===== src/rtl/maxpool1d_stage.sv =====
// Streaming 1D max-pool over a POOL_SIZE window stepped by STRIDE, with sequence framing.
// Latency: pool_valid/pool_out/pool_last/seq_done are registered, one cycle after the in_valid sample.
// Backpressure: none; every in_valid sample is accepted (unless clear is asserted in that cycle).
//
// Ports:
//   clk, rst_n          clock and asynchronous active-low reset
//   clear               synchronous flush back to IDLE; drops any same-cycle sample
//   in_data/in_valid    signed sample stream, arbitrary gaps allowed
//   in_last             marks the in_valid sample as the last of a sequence
//   pool_out/pool_valid signed window maximum and its one-cycle strobe (pool_out holds between strobes)
//   pool_last           final output of a sequence (only with pool_valid from an in_last sample)
//   seq_done            one-cycle pulse after every accepted in_last
//   out_count           outputs emitted in the current sequence, saturating at 255
module maxpool1d_stage #(
  parameter int DATA_WIDTH = 16,
  parameter int POOL_SIZE  = 2,
  parameter int STRIDE     = 2,
  parameter int PARTIAL_EN = 1
) (
  input  logic                  clk,
  input  logic                  rst_n,
  input  logic                  clear,
  input  logic [DATA_WIDTH-1:0] in_data,
  input  logic                  in_valid,
  input  logic                  in_last,
  output logic [DATA_WIDTH-1:0] pool_out,
  output logic                  pool_valid,
  output logic                  pool_last,
  output logic                  seq_done,
  output logic [7:0]            out_count
);

  // Sample counter is 4 bits wider than needed to hold POOL_SIZE and saturates.
  localparam int NW = $clog2(POOL_SIZE + 1) + 4;
  localparam int SW = (STRIDE > 1) ? $clog2(STRIDE) : 1;
  localparam logic [NW-1:0] N_MAX  = '1;
  localparam logic [NW-1:0] N_POOL = NW'(POOL_SIZE);
  localparam logic [SW-1:0] S_LAST = SW'(STRIDE - 1);

  typedef enum logic [1:0] {IDLE, FILL, RUN} state_t;

  state_t                        state_q, state_d;
  logic [NW-1:0]                 n_q, n_d;
  logic [SW-1:0]                 scnt_q, scnt_d;
  logic signed [DATA_WIDTH-1:0]  win_q [POOL_SIZE];
  logic signed [DATA_WIDTH-1:0]  win_d [POOL_SIZE];
  logic [POOL_SIZE-1:0]          mask_q, mask_d;
  logic [DATA_WIDTH-1:0]         pool_out_q, pool_out_d;
  logic                          pool_valid_q, pool_valid_d;
  logic                          pool_last_q, pool_last_d;
  logic                          seq_done_q, seq_done_d;
  logic [7:0]                    out_count_q, out_count_d;
  logic                          new_seq_q, new_seq_d;

  // Window as it will look after accepting the current sample.
  logic signed [DATA_WIDTH-1:0]  win_nx [POOL_SIZE];
  logic [POOL_SIZE-1:0]          mask_nx;
  logic [NW-1:0]                 n_inc;
  logic                          full_emit;
  logic                          part_emit;
  logic signed [DATA_WIDTH-1:0]  best;

  always_comb begin
    win_nx[0] = $signed(in_data);
    for (int i = 1; i < POOL_SIZE; i++) begin
      win_nx[i] = win_q[i-1];
    end
    mask_nx = (mask_q << 1) | {{(POOL_SIZE-1){1'b0}}, 1'b1};
    n_inc   = (n_q == N_MAX) ? n_q : n_q + NW'(1);

    // Stride counter is zero exactly on samples where (n - POOL_SIZE) mod STRIDE == 0.
    full_emit = (n_inc >= N_POOL) && (scnt_q == '0);
    part_emit = in_last && !full_emit && (PARTIAL_EN != 0);

    // Slot 0 (the new sample) is always valid; older slots only count when masked in,
    // so a short trailing window never compares against stale or zero entries.
    best = win_nx[0];
    for (int i = 1; i < POOL_SIZE; i++) begin
      if (mask_nx[i] && (win_nx[i] > best)) best = win_nx[i];
    end
  end

  always_comb begin
    state_d      = state_q;
    n_d          = n_q;
    scnt_d       = scnt_q;
    win_d        = win_q;
    mask_d       = mask_q;
    pool_out_d   = pool_out_q;
    pool_valid_d = 1'b0;
    pool_last_d  = 1'b0;
    seq_done_d   = 1'b0;
    out_count_d  = out_count_q;
    new_seq_d    = new_seq_q;

    if (clear) begin
      state_d     = IDLE;
      n_d         = '0;
      scnt_d      = '0;
      mask_d      = '0;
      out_count_d = '0;
      new_seq_d   = 1'b0;
    end else if (in_valid) begin
      win_d  = win_nx;
      mask_d = mask_nx;
      n_d    = n_inc;
      if (n_inc >= N_POOL) begin
        scnt_d = (scnt_q == S_LAST) ? '0 : scnt_q + SW'(1);
      end

      unique case (state_q)
        IDLE:    state_d = (n_inc >= N_POOL) ? RUN : FILL;
        FILL:    state_d = (n_inc >= N_POOL) ? RUN : FILL;
        RUN:     state_d = RUN;
        default: state_d = IDLE;
      endcase

      if (full_emit || part_emit) begin
        pool_valid_d = 1'b1;
        pool_out_d   = best;
        pool_last_d  = in_last;
        // First output after a completed sequence restarts the count.
        if (new_seq_q) out_count_d = 8'd1;
        else           out_count_d = (out_count_q == 8'hFF) ? 8'hFF : out_count_q + 8'd1;
        new_seq_d    = 1'b0;
      end

      if (in_last) begin
        state_d    = IDLE;
        n_d        = '0;
        scnt_d     = '0;
        mask_d     = '0;
        seq_done_d = 1'b1;
        new_seq_d  = 1'b1;
      end
    end
  end

  always_ff @(posedge clk or negedge rst_n) begin
    if (!rst_n) begin
      state_q      <= IDLE;
      n_q          <= '0;
      scnt_q       <= '0;
      for (int i = 0; i < POOL_SIZE; i++) win_q[i] <= '0;
      mask_q       <= '0;
      pool_out_q   <= '0;
      pool_valid_q <= 1'b0;
      pool_last_q  <= 1'b0;
      seq_done_q   <= 1'b0;
      out_count_q  <= '0;
      new_seq_q    <= 1'b0;
    end else begin
      state_q      <= state_d;
      n_q          <= n_d;
      scnt_q       <= scnt_d;
      win_q        <= win_d;
      mask_q       <= mask_d;
      pool_out_q   <= pool_out_d;
      pool_valid_q <= pool_valid_d;
      pool_last_q  <= pool_last_d;
      seq_done_q   <= seq_done_d;
      out_count_q  <= out_count_d;
      new_seq_q    <= new_seq_d;
    end
  end

  assign pool_out   = pool_out_q;
  assign pool_valid = pool_valid_q;
  assign pool_last  = pool_last_q;
  assign seq_done   = seq_done_q;
  assign out_count  = out_count_q;

endmodule

===== config.mk =====
export PLATFORM = sky130hd
export DESIGN_NAME = maxpool1d_stage
export DESIGN_NICKNAME = d
export VERILOG_FILES = /design/src/rtl/maxpool1d_stage.sv
export SDC_FILE = /design/constraint.sdc
export NUM_CORES = 1
export LEC_CHECK = 0
export ABC_AREA = 1
export CAP_MARGIN = 15
export CORE_MARGIN = 3
export CORE_UTILIZATION = 45
export DETAILED_ROUTE_END_ITERATION = 8
export PLACE_DENSITY = 0.69
export SETUP_SLACK_MARGIN = 0.1
export SYNTH_ARGS = -nofsm -noshare
export SYNTH_HDL_FRONTEND = slang
export SYNTH_SLANG_ARGS = --single-unit

===== constraint.sdc =====
create_clock -name clk -period 2.3 [get_ports clk]
set_input_delay 0.46 -clock clk [delete_from_list [all_inputs] [get_ports clk]]
set_output_delay 0.46 -clock clk [all_outputs]
set_load 0.02 [all_outputs]

==> summary.md, run 1 <==
| Metric | Value |
|---|---|
| Placed instance area | `0.003680 mm^2` |
| CTS tree | `done` |
| Total Negative Setup Slacks | `0 ns` |
| WL/cell | `around 13 um` |
| Via density | `between 5 and 6` |
| Area delta synth->final | `31.61%` |
| Starting Density | `a little under half` |
| Postcts setup bufs | `0` |
| Clock Tree Buf Depth | `2` |
| Tightest Hold Check Type | `input port to async pin` |
| WHS | `0.1173 ns` |
| Number of flops mapped to enable cells by yosys | `0` |
| Final Max Tran Viols | `0` |
| CTS Buf Count | `5` |
| Total chip power | `2.433 mW` |
| Most common cell in the netlist | `nand2_1` |
| Setup crit start kind | `input port` |
| Largest net degree at the start of global routing | `38` |
| Library cells used by synthesis | `32` |
| Die X | `87.71 um` |
| Final HPWL DP | `4.937 mm` |
| I/O Pins | `48` |
| Vias in the first global route | `2617` |
| Final setup viols | `0` |
| Max cap viols | `0` |
| Mapped Cells | `391` |
| Leakage power | `2.006 nW` |
| CP Capture Type | `flip-flop` |
| Seq/Total Area, Yosys | `between 40% and 50%` |
| Power per Cell Area | `615.3 mW/mm^2` |
| Critical path class | `input port to flip-flop` |
| Worst-path clk slew | `0.09 ns` |
| Initial drt markers | `110` |
| Syn_area_per_cell | `around 7.7 um^2` |
| Layout cells sized above 1 | `16.81%` |
| F_max | `between 400 and 500 MHz` |
| Clock sinks | `51` |
| Worst skew pair latency | `0.31 ns` |
| Drc violations | `0` |
| Ys Warns | `0` |
| Minimum clock period | `2.107 ns` |
| Slew HR | `64.88%` |
| Dpl ws | `-0.2605 ns` |
| Peak supply drop | `0.4061 mV` |
| Antenna diodes | `0` |
| Main synth FF type | `dfrtp_1` |
| Syn_nets | `between 400 and 500` |
| Async set-reset flop share out of synthesis | `100.0%` |
| Crit path setup slack, layout | `approximately 0.19 ns` |
| Clk_skew | `0.01054 ns` |
| DRT Pass-1 Iters | `6` |
| Max FO, Critical Path | `8` |
| Total wire length | `~6.9 mm` |
| Worst Path Arrival | `2.31 ns` |
| Std cell rows | `29` |
| Final Hold Viols | `0` |
| Final nets | `between 400 and 500` |
| Gp weighted congestion | `0.8645` |
| Critical Path RT | `2.50 ns` |
| CTS root buffer | `clkbuf_8` |
| Antenna Nets Post-Route | `0` |
| RSZ-0062 raised after global routing | `true` |
| Worst-margin pin slew | `0.5267 ns` |
| Yosys top cell area share | `42.48%` |
| Die Area | `0.007692 mm^2` |
| Core area | `about 0.0064 mm^2` |
| First-pass GRT wire length | `11.63 mm` |
| GRT overflow | `0` |
| Port bufs | `47` |
| Status | `completed` |
| Top cells by count, synth | `nand2_1 (120), inv_1 (56), dfrtp_1 (51)` |
| Height of the die | `87.71 um` |
| Overall routing resource usage | `18.94%` |
| Tcrit/Tclk final | `91.61%` |
| Syn Std Cell Area | `0.003004 mm^2` |
| Initial antenna violation count | `0` |
| Ranking of synthesized cells by area | `dfrtp_1 (42%), nand2_1 (15%), ha_1 (7.5%)` |
| Flops & latches, synth | `51` |
| Final instance area | `0.003954 mm^2` |
| Via Count | `2693` |
| Dominant cell type by area after synthesis | `dfrtp_1` |
| H-tree depth | `2` |
==> sequential cells by signal, summed over array words and instances (netlist names) <==
signal / cells
new_seq_q: 1
n_q: 6
pool_last: 1
pool_valid: 1
win_nx: 16
pool_out: 16
mask_q: 1
out_count: 8
scnt_q: 1
==> area by class of cell <==
| class | instances | area (um^2) |
|---|---|---|
| timing repair buffer | 70 | 686.9 |
| sequential | 51 | 1276 |
| multi-input combinational | 270 | 1565 |
| inverter | 59 | 225.2 |
| fill | 575 | 2469 |
| clock inverter | 1 | 7.507 |
| clock buffer | 7 | 96.34 |
| tap | 77 | 96.34 |
==> critical path, stage by stage <==
cell             delay, ns
clkdlybuf4s50_1       0.49
inv_2                 0.06
ha_4                  0.27
nand2_2               0.07
nor2_4                0.11
nand2_1               0.09
inv_1                 0.08
nand2_2               0.07
nand2_1               0.05
nand2_1               0.05
nand2_2               0.12
buf_6                 0.15
nand3_1               0.10
nand3_2               0.09
nand2_1               0.04
==> cell usage in the layout, fill, tap and decap left out, types with 5 or more instances in the layout <==
master and count:
nand3_1 38, nand3_2 13, buf_4 17, inv_2 5, o21ai_0 33, clkbuf_8 7
nor2_1 14, dlymetal6s2s_1 7, ha_4 7, nand2_1 115, clkdlybuf4s50_1 39, dfrtp_1 51
nand2_2 7, inv_1 51, buf_6 5, a21oi_1 7, ha_1 11
==> logic make-up after synthesis <==
kind of cell	after synthesis	synth area share (%)
simple gates	199	30.07
buf+inv	70	9.954
flops	51	42.48
compound gates	50	9.122
fa+ha+maj	18	7.497
xor+xnor	3	0.8748
==> stage by stage <==
step / instances / util (%)
after floorplan: 391 / -
after global placement: 527 / 57.30
after detailed placement: 527 / 57.30
after CTS: 535 / 59.01
after global routing: 535 / 61.56
final: 535 / 61.56
==> power breakdown <==
group / switching [mW] / internal (mW) / total [mW]
combinational: 0.419 / 0.353 / 0.773
clock: 0.303 / 0.274 / 0.577
sequential: 0.0768 / 1.01 / 1.08
total: 0.799 / 1.63 / 2.43
==> path summary, 6_finish.rpt <==
kind	from	end	slack, ns	cells past startpoint
max reg2reg	n_q[1]	pool_out[6]	0.30	12
min in group clk	in_data[2]	win_nx[2]	0.41	3
max	in_data[15]	pool_out[13]	0.19	15
min	rst_n	out_count[3]	0.12	1
max in group asynchronous	rst_n	win_nx[11]	1.63	2
min reg2reg	pool_out[5]	pool_out[5]	0.49	2
==> per-layer routing <==
layer | GRT usage [%] | wire (um) | vias up | part of all wire [%]
met4 | 7.252 | 134 | 0 | 1.9
met2 | 33.84 | 3478 | 35 | 50
met3 | 2.634 | 175 | 9 | 2.5
met1 | 23.02 | 3125 | 1272 | 45
li1 | - | - | 1377 | -
met5 | 0 | 0 | - | 0
==> repair_timing <==
action / 4_1_cts / 5_1_grt
resized for setup: 2 / 36
hold endpoints to repair: 0 / 0
setup endpoints to repair: 3 / 16
gates cloned: 0 / 0
pin swaps: 0 / 14
hold buffers: 0 / 0
Power figures use the tool's default switching activity.
==> run 2, diff against run 1 <==
- DONT_BUFFER_PORTS: unset -> 1
- PLACE_DENSITY: 0.69 -> unset
- RECOVER_POWER: unset -> 100
- clock period: 2.3 -> 1.75 ns (I/O delays scaled with it)
==> run 2 against run 1 <==
Effect of this change:
- the flow now finishes with violations (negative setup slack)
- highest routed layer unchanged
- clock skew down 0.0045 ns
- routed wire length increased by 6.9%
- clock power rose by 21%
- via count down 2.8%
- sequential power is 43% higher
- worst setup slack worse by 0.29 ns
- count of clock-buffer cells in the layout shrank 2
- worst hold slack better by 0.035 ns
- critical path type is now flip-flop to flip-flop
- largest cell class unchanged
- global-route usage up 0.11 points
- total power grew 30%
- register-to-register slack lost 0.40 ns
==> summary.md, run 2 (synthesis gave the netlist of run 1 again) <==
| Metric | Value |
|---|---|
| WL/cell | `14.81 um (+15%)` |
| Largest net degree at the start of global routing | `52 (+37%)` |
| Clock Tree Buf Depth | `2 (unchanged)` |
| Power per Cell Area | `804.8 mW/mm^2 (+31%)` |
| DRT Pass-1 Iters | `4 (-2)` |
| Tcrit/Tclk final | `105.8%` |
| Final HPWL DP | `4.805 mm (-2.7%)` |
| Antenna Nets Post-Route | `0 (unchanged)` |
| First-pass GRT wire length | `11.52 mm (-0.95%)` |
| Reg-to-Reg Start | `win_nx[12]` |
| Failing checks | `negative setup slack` |
| Tightest Hold Check Type | `input port to flip-flop` |
| Final Instance Count excl. Fillers | `499 (-6.7%)` |
| Port bufs | `0 (-100%)` |
| Setup crit start kind | `flip-flop` |
| Starting Density | `46.78% (unchanged)` |
| Slowest CP cell | `dfrtp_1` |
| Clk_skew | `0.006024 ns (-0.004516 ns)` |
| Clock sinks | `51 (unchanged)` |
| Most common cell after layout, fill and taps aside | `nand2_1` |
| Initial drt markers | `71 (-35%)` |
| Leakage power | `1.893 nW (-5.7%)` |
| Worst-margin pin slew | `0.6953 ns (+0.1685 ns)` |
| Peak supply drop | `0.3624 mV (-11%)` |
| Crit path cell chain | `ha_1, nand2_2, nor2_4, buf_4, a21oi_4, nand3_4, nand2_8, buf_8, nand3_2, nand3_2, nand2_2` |
| Top delay family on crit path | `simple AND/OR/NAND/NOR gates` |
| Area delta synth->final | `30.57%` |
| GRT overflow | `0 (unchanged)` |
| CP max stage delay | `0.39 ns (-0.10 ns)` |
| Crit path depth | `11 (-4)` |
| Placed Cells | `482 (-8.5%)` |
| Worst path bufs/invs | `2 (-2)` |
| Worst Path Arrival | `2.07 ns (-0.24 ns)` |
| R2R Setup Slk | `-0.10 ns (-0.40 ns)` |
| Final Hold Viols | `0 (unchanged)` |
| Critical Path RT | `1.97 ns (-0.53 ns)` |
| Std cell rows | `29 (unchanged)` |
| RSZ-0062 raised after global routing | `true` |
| F_max | `540.2 MHz` |
| Final setup viols | `19 (+19)` |
| Status | `complete, but fails checks` |
| Die X | `87.71 um (unchanged)` |
| I/O Pins | `48 (unchanged)` |
| WHS Endpoint | `win_nx[10]` |
| Max cap viols | `0 (unchanged)` |
| Core area | `0.006422 mm^2 (unchanged)` |
| Gp weighted congestion | `0.8199 (-5.2%)` |
| R2R depth | `11 (-1)` |
| Commonest non-fill, non-tap cells in the layout | `nand2_1 (99), inv_1 (52), dfrtp_1 (50), nand3_2 (31), o21ai_0 (25)` |
| Max FO, Critical Path | `6 (-2)` |
| Antenna diodes | `0 (unchanged)` |
| HP Start | `in_data[10]` |
| Initial antenna violation count | `0 (unchanged)` |
| CP Capture Type | `flip-flop` |
| Vias in the first global route | `2500 (-4.5%)` |
| Worst skew pair latency | `0.31 ns (about the same)` |
| Via density | `5.244 (+4.2%)` |
| Overall routing resource usage | `19.05% (+0.11 points)` |
| Slew HR | `53.65% (-11 points)` |
| Via Count | `2617 (-2.8%)` |
| R2R Path End | `pool_out[6]` |
| Total wire length | `7.392 mm (+6.9%)` |
| Die Area | `0.007692 mm^2 (unchanged)` |
| Dpl ws | `-0.09299 ns (+0.1675 ns)` |
| CTS tree | `done` |
| Height of the die | `87.71 um (unchanged)` |
| CTS root buffer | `clkbuf_8` |
| Crit path setup slack, layout | `-0.1013 ns (-0.2942 ns)` |
| Final nets | `460 (-7.3%)` |
| Final Max Tran Viols | `0 (unchanged)` |
| Worst hold stages | `2` |
| CTS Buf Count | `5 (unchanged)` |
| Critical path class | `flip-flop to flip-flop` |
| Layout cells sized above 1 | `30.81% (+14 points)` |
| Drc violations | `0 (unchanged)` |
| Minimum clock period | `1.851 ns` |
| Worst-path clk slew | `0.10 ns (about the same)` |
| H-tree depth | `2 (unchanged)` |
run 2: cell type report:
| class | instances | area [um^2] |
|---|---|---|
| clock inverters | 3 | 18.77 |
| repair buffers | 32 | 299.0 |
| flip-flops and latches | 51 | 1277 |
| multi-input cells | 272 | 1933 |
| clock buffers | 5 | 68.82 |
| well taps | 77 | 96.34 |
| inverters | 59 | 229.0 |
| fillers | 559 | 2500 |
run 2: worst reg2reg max path: stages (launching register included):
cell and delay, ns:
dfrtp_1 0.39, ha_1 0.30, nand2_2 0.09, nor2_4 0.04, buf_4 0.13, a21oi_4 0.21
nand3_4 0.12, nand2_8 0.13, buf_8 0.16, nand3_2 0.08, nand3_2 0.07, nand2_2 0.04
run 2: worst max path at each step:
stage                     slack, ns       start           end
after floorplan               -0.01      n_q[1]   pool_out[6]
after global placement        -0.09  in_data[5]  pool_out[14]
after detailed placement      -0.09  in_data[3]  pool_out[15]
after CTS                     -0.07      n_q[0]  pool_out[14]
after global routing          -0.19   win_nx[7]  pool_out[15]
final                         -0.10  win_nx[12]   pool_out[6]
run 2: power breakdown:
group | leakage [nW] | internal [mW] | switching (mW)
sequential | 0.654 | 1.32 | 0.218
combinational | 1.19 | 0.375 | 0.543
clock | 0.0483 | 0.283 | 0.418
total | 1.89 | 1.98 | 1.18
run 2: stage by stage:
stage               instance area, um^2  utilization, %  TNS (ns)  power, mW  hold WS [ns]
floorplan                          3044               -   -0.1287      1.963       0.05441
global route                       3923           61.08    -3.905      3.349        0.1474
global placement                   3272           50.94    -1.256      2.148       0.05572
finish                             3923           61.08    -1.363      3.157        0.1528
CTS                                3496           54.43    -1.477      2.963        0.1414
detailed placement                 3272           50.94    -1.642      2.158       0.05571
run 2: timing repair:
action                                  4_1_cts  5_1_grt
resized for setup                            17       93
buffers inserted                              1        3
endpoints found under the hold margin        51        0
pin swaps                                     5       30
cloned                                        1        2
endpoints found under the setup margin       26       27
hold buffers                                  2        0
run 2: layer usage:
metal / global-route usage (%) / routed length, um / share of wire, %
met5: 0 / 0 / 0
met4: 5.718 / 102 / 1.4
met3: 5.268 / 390 / 5.3
met2: 31.51 / 3607 / 49
met1: 24.32 / 3291 / 45
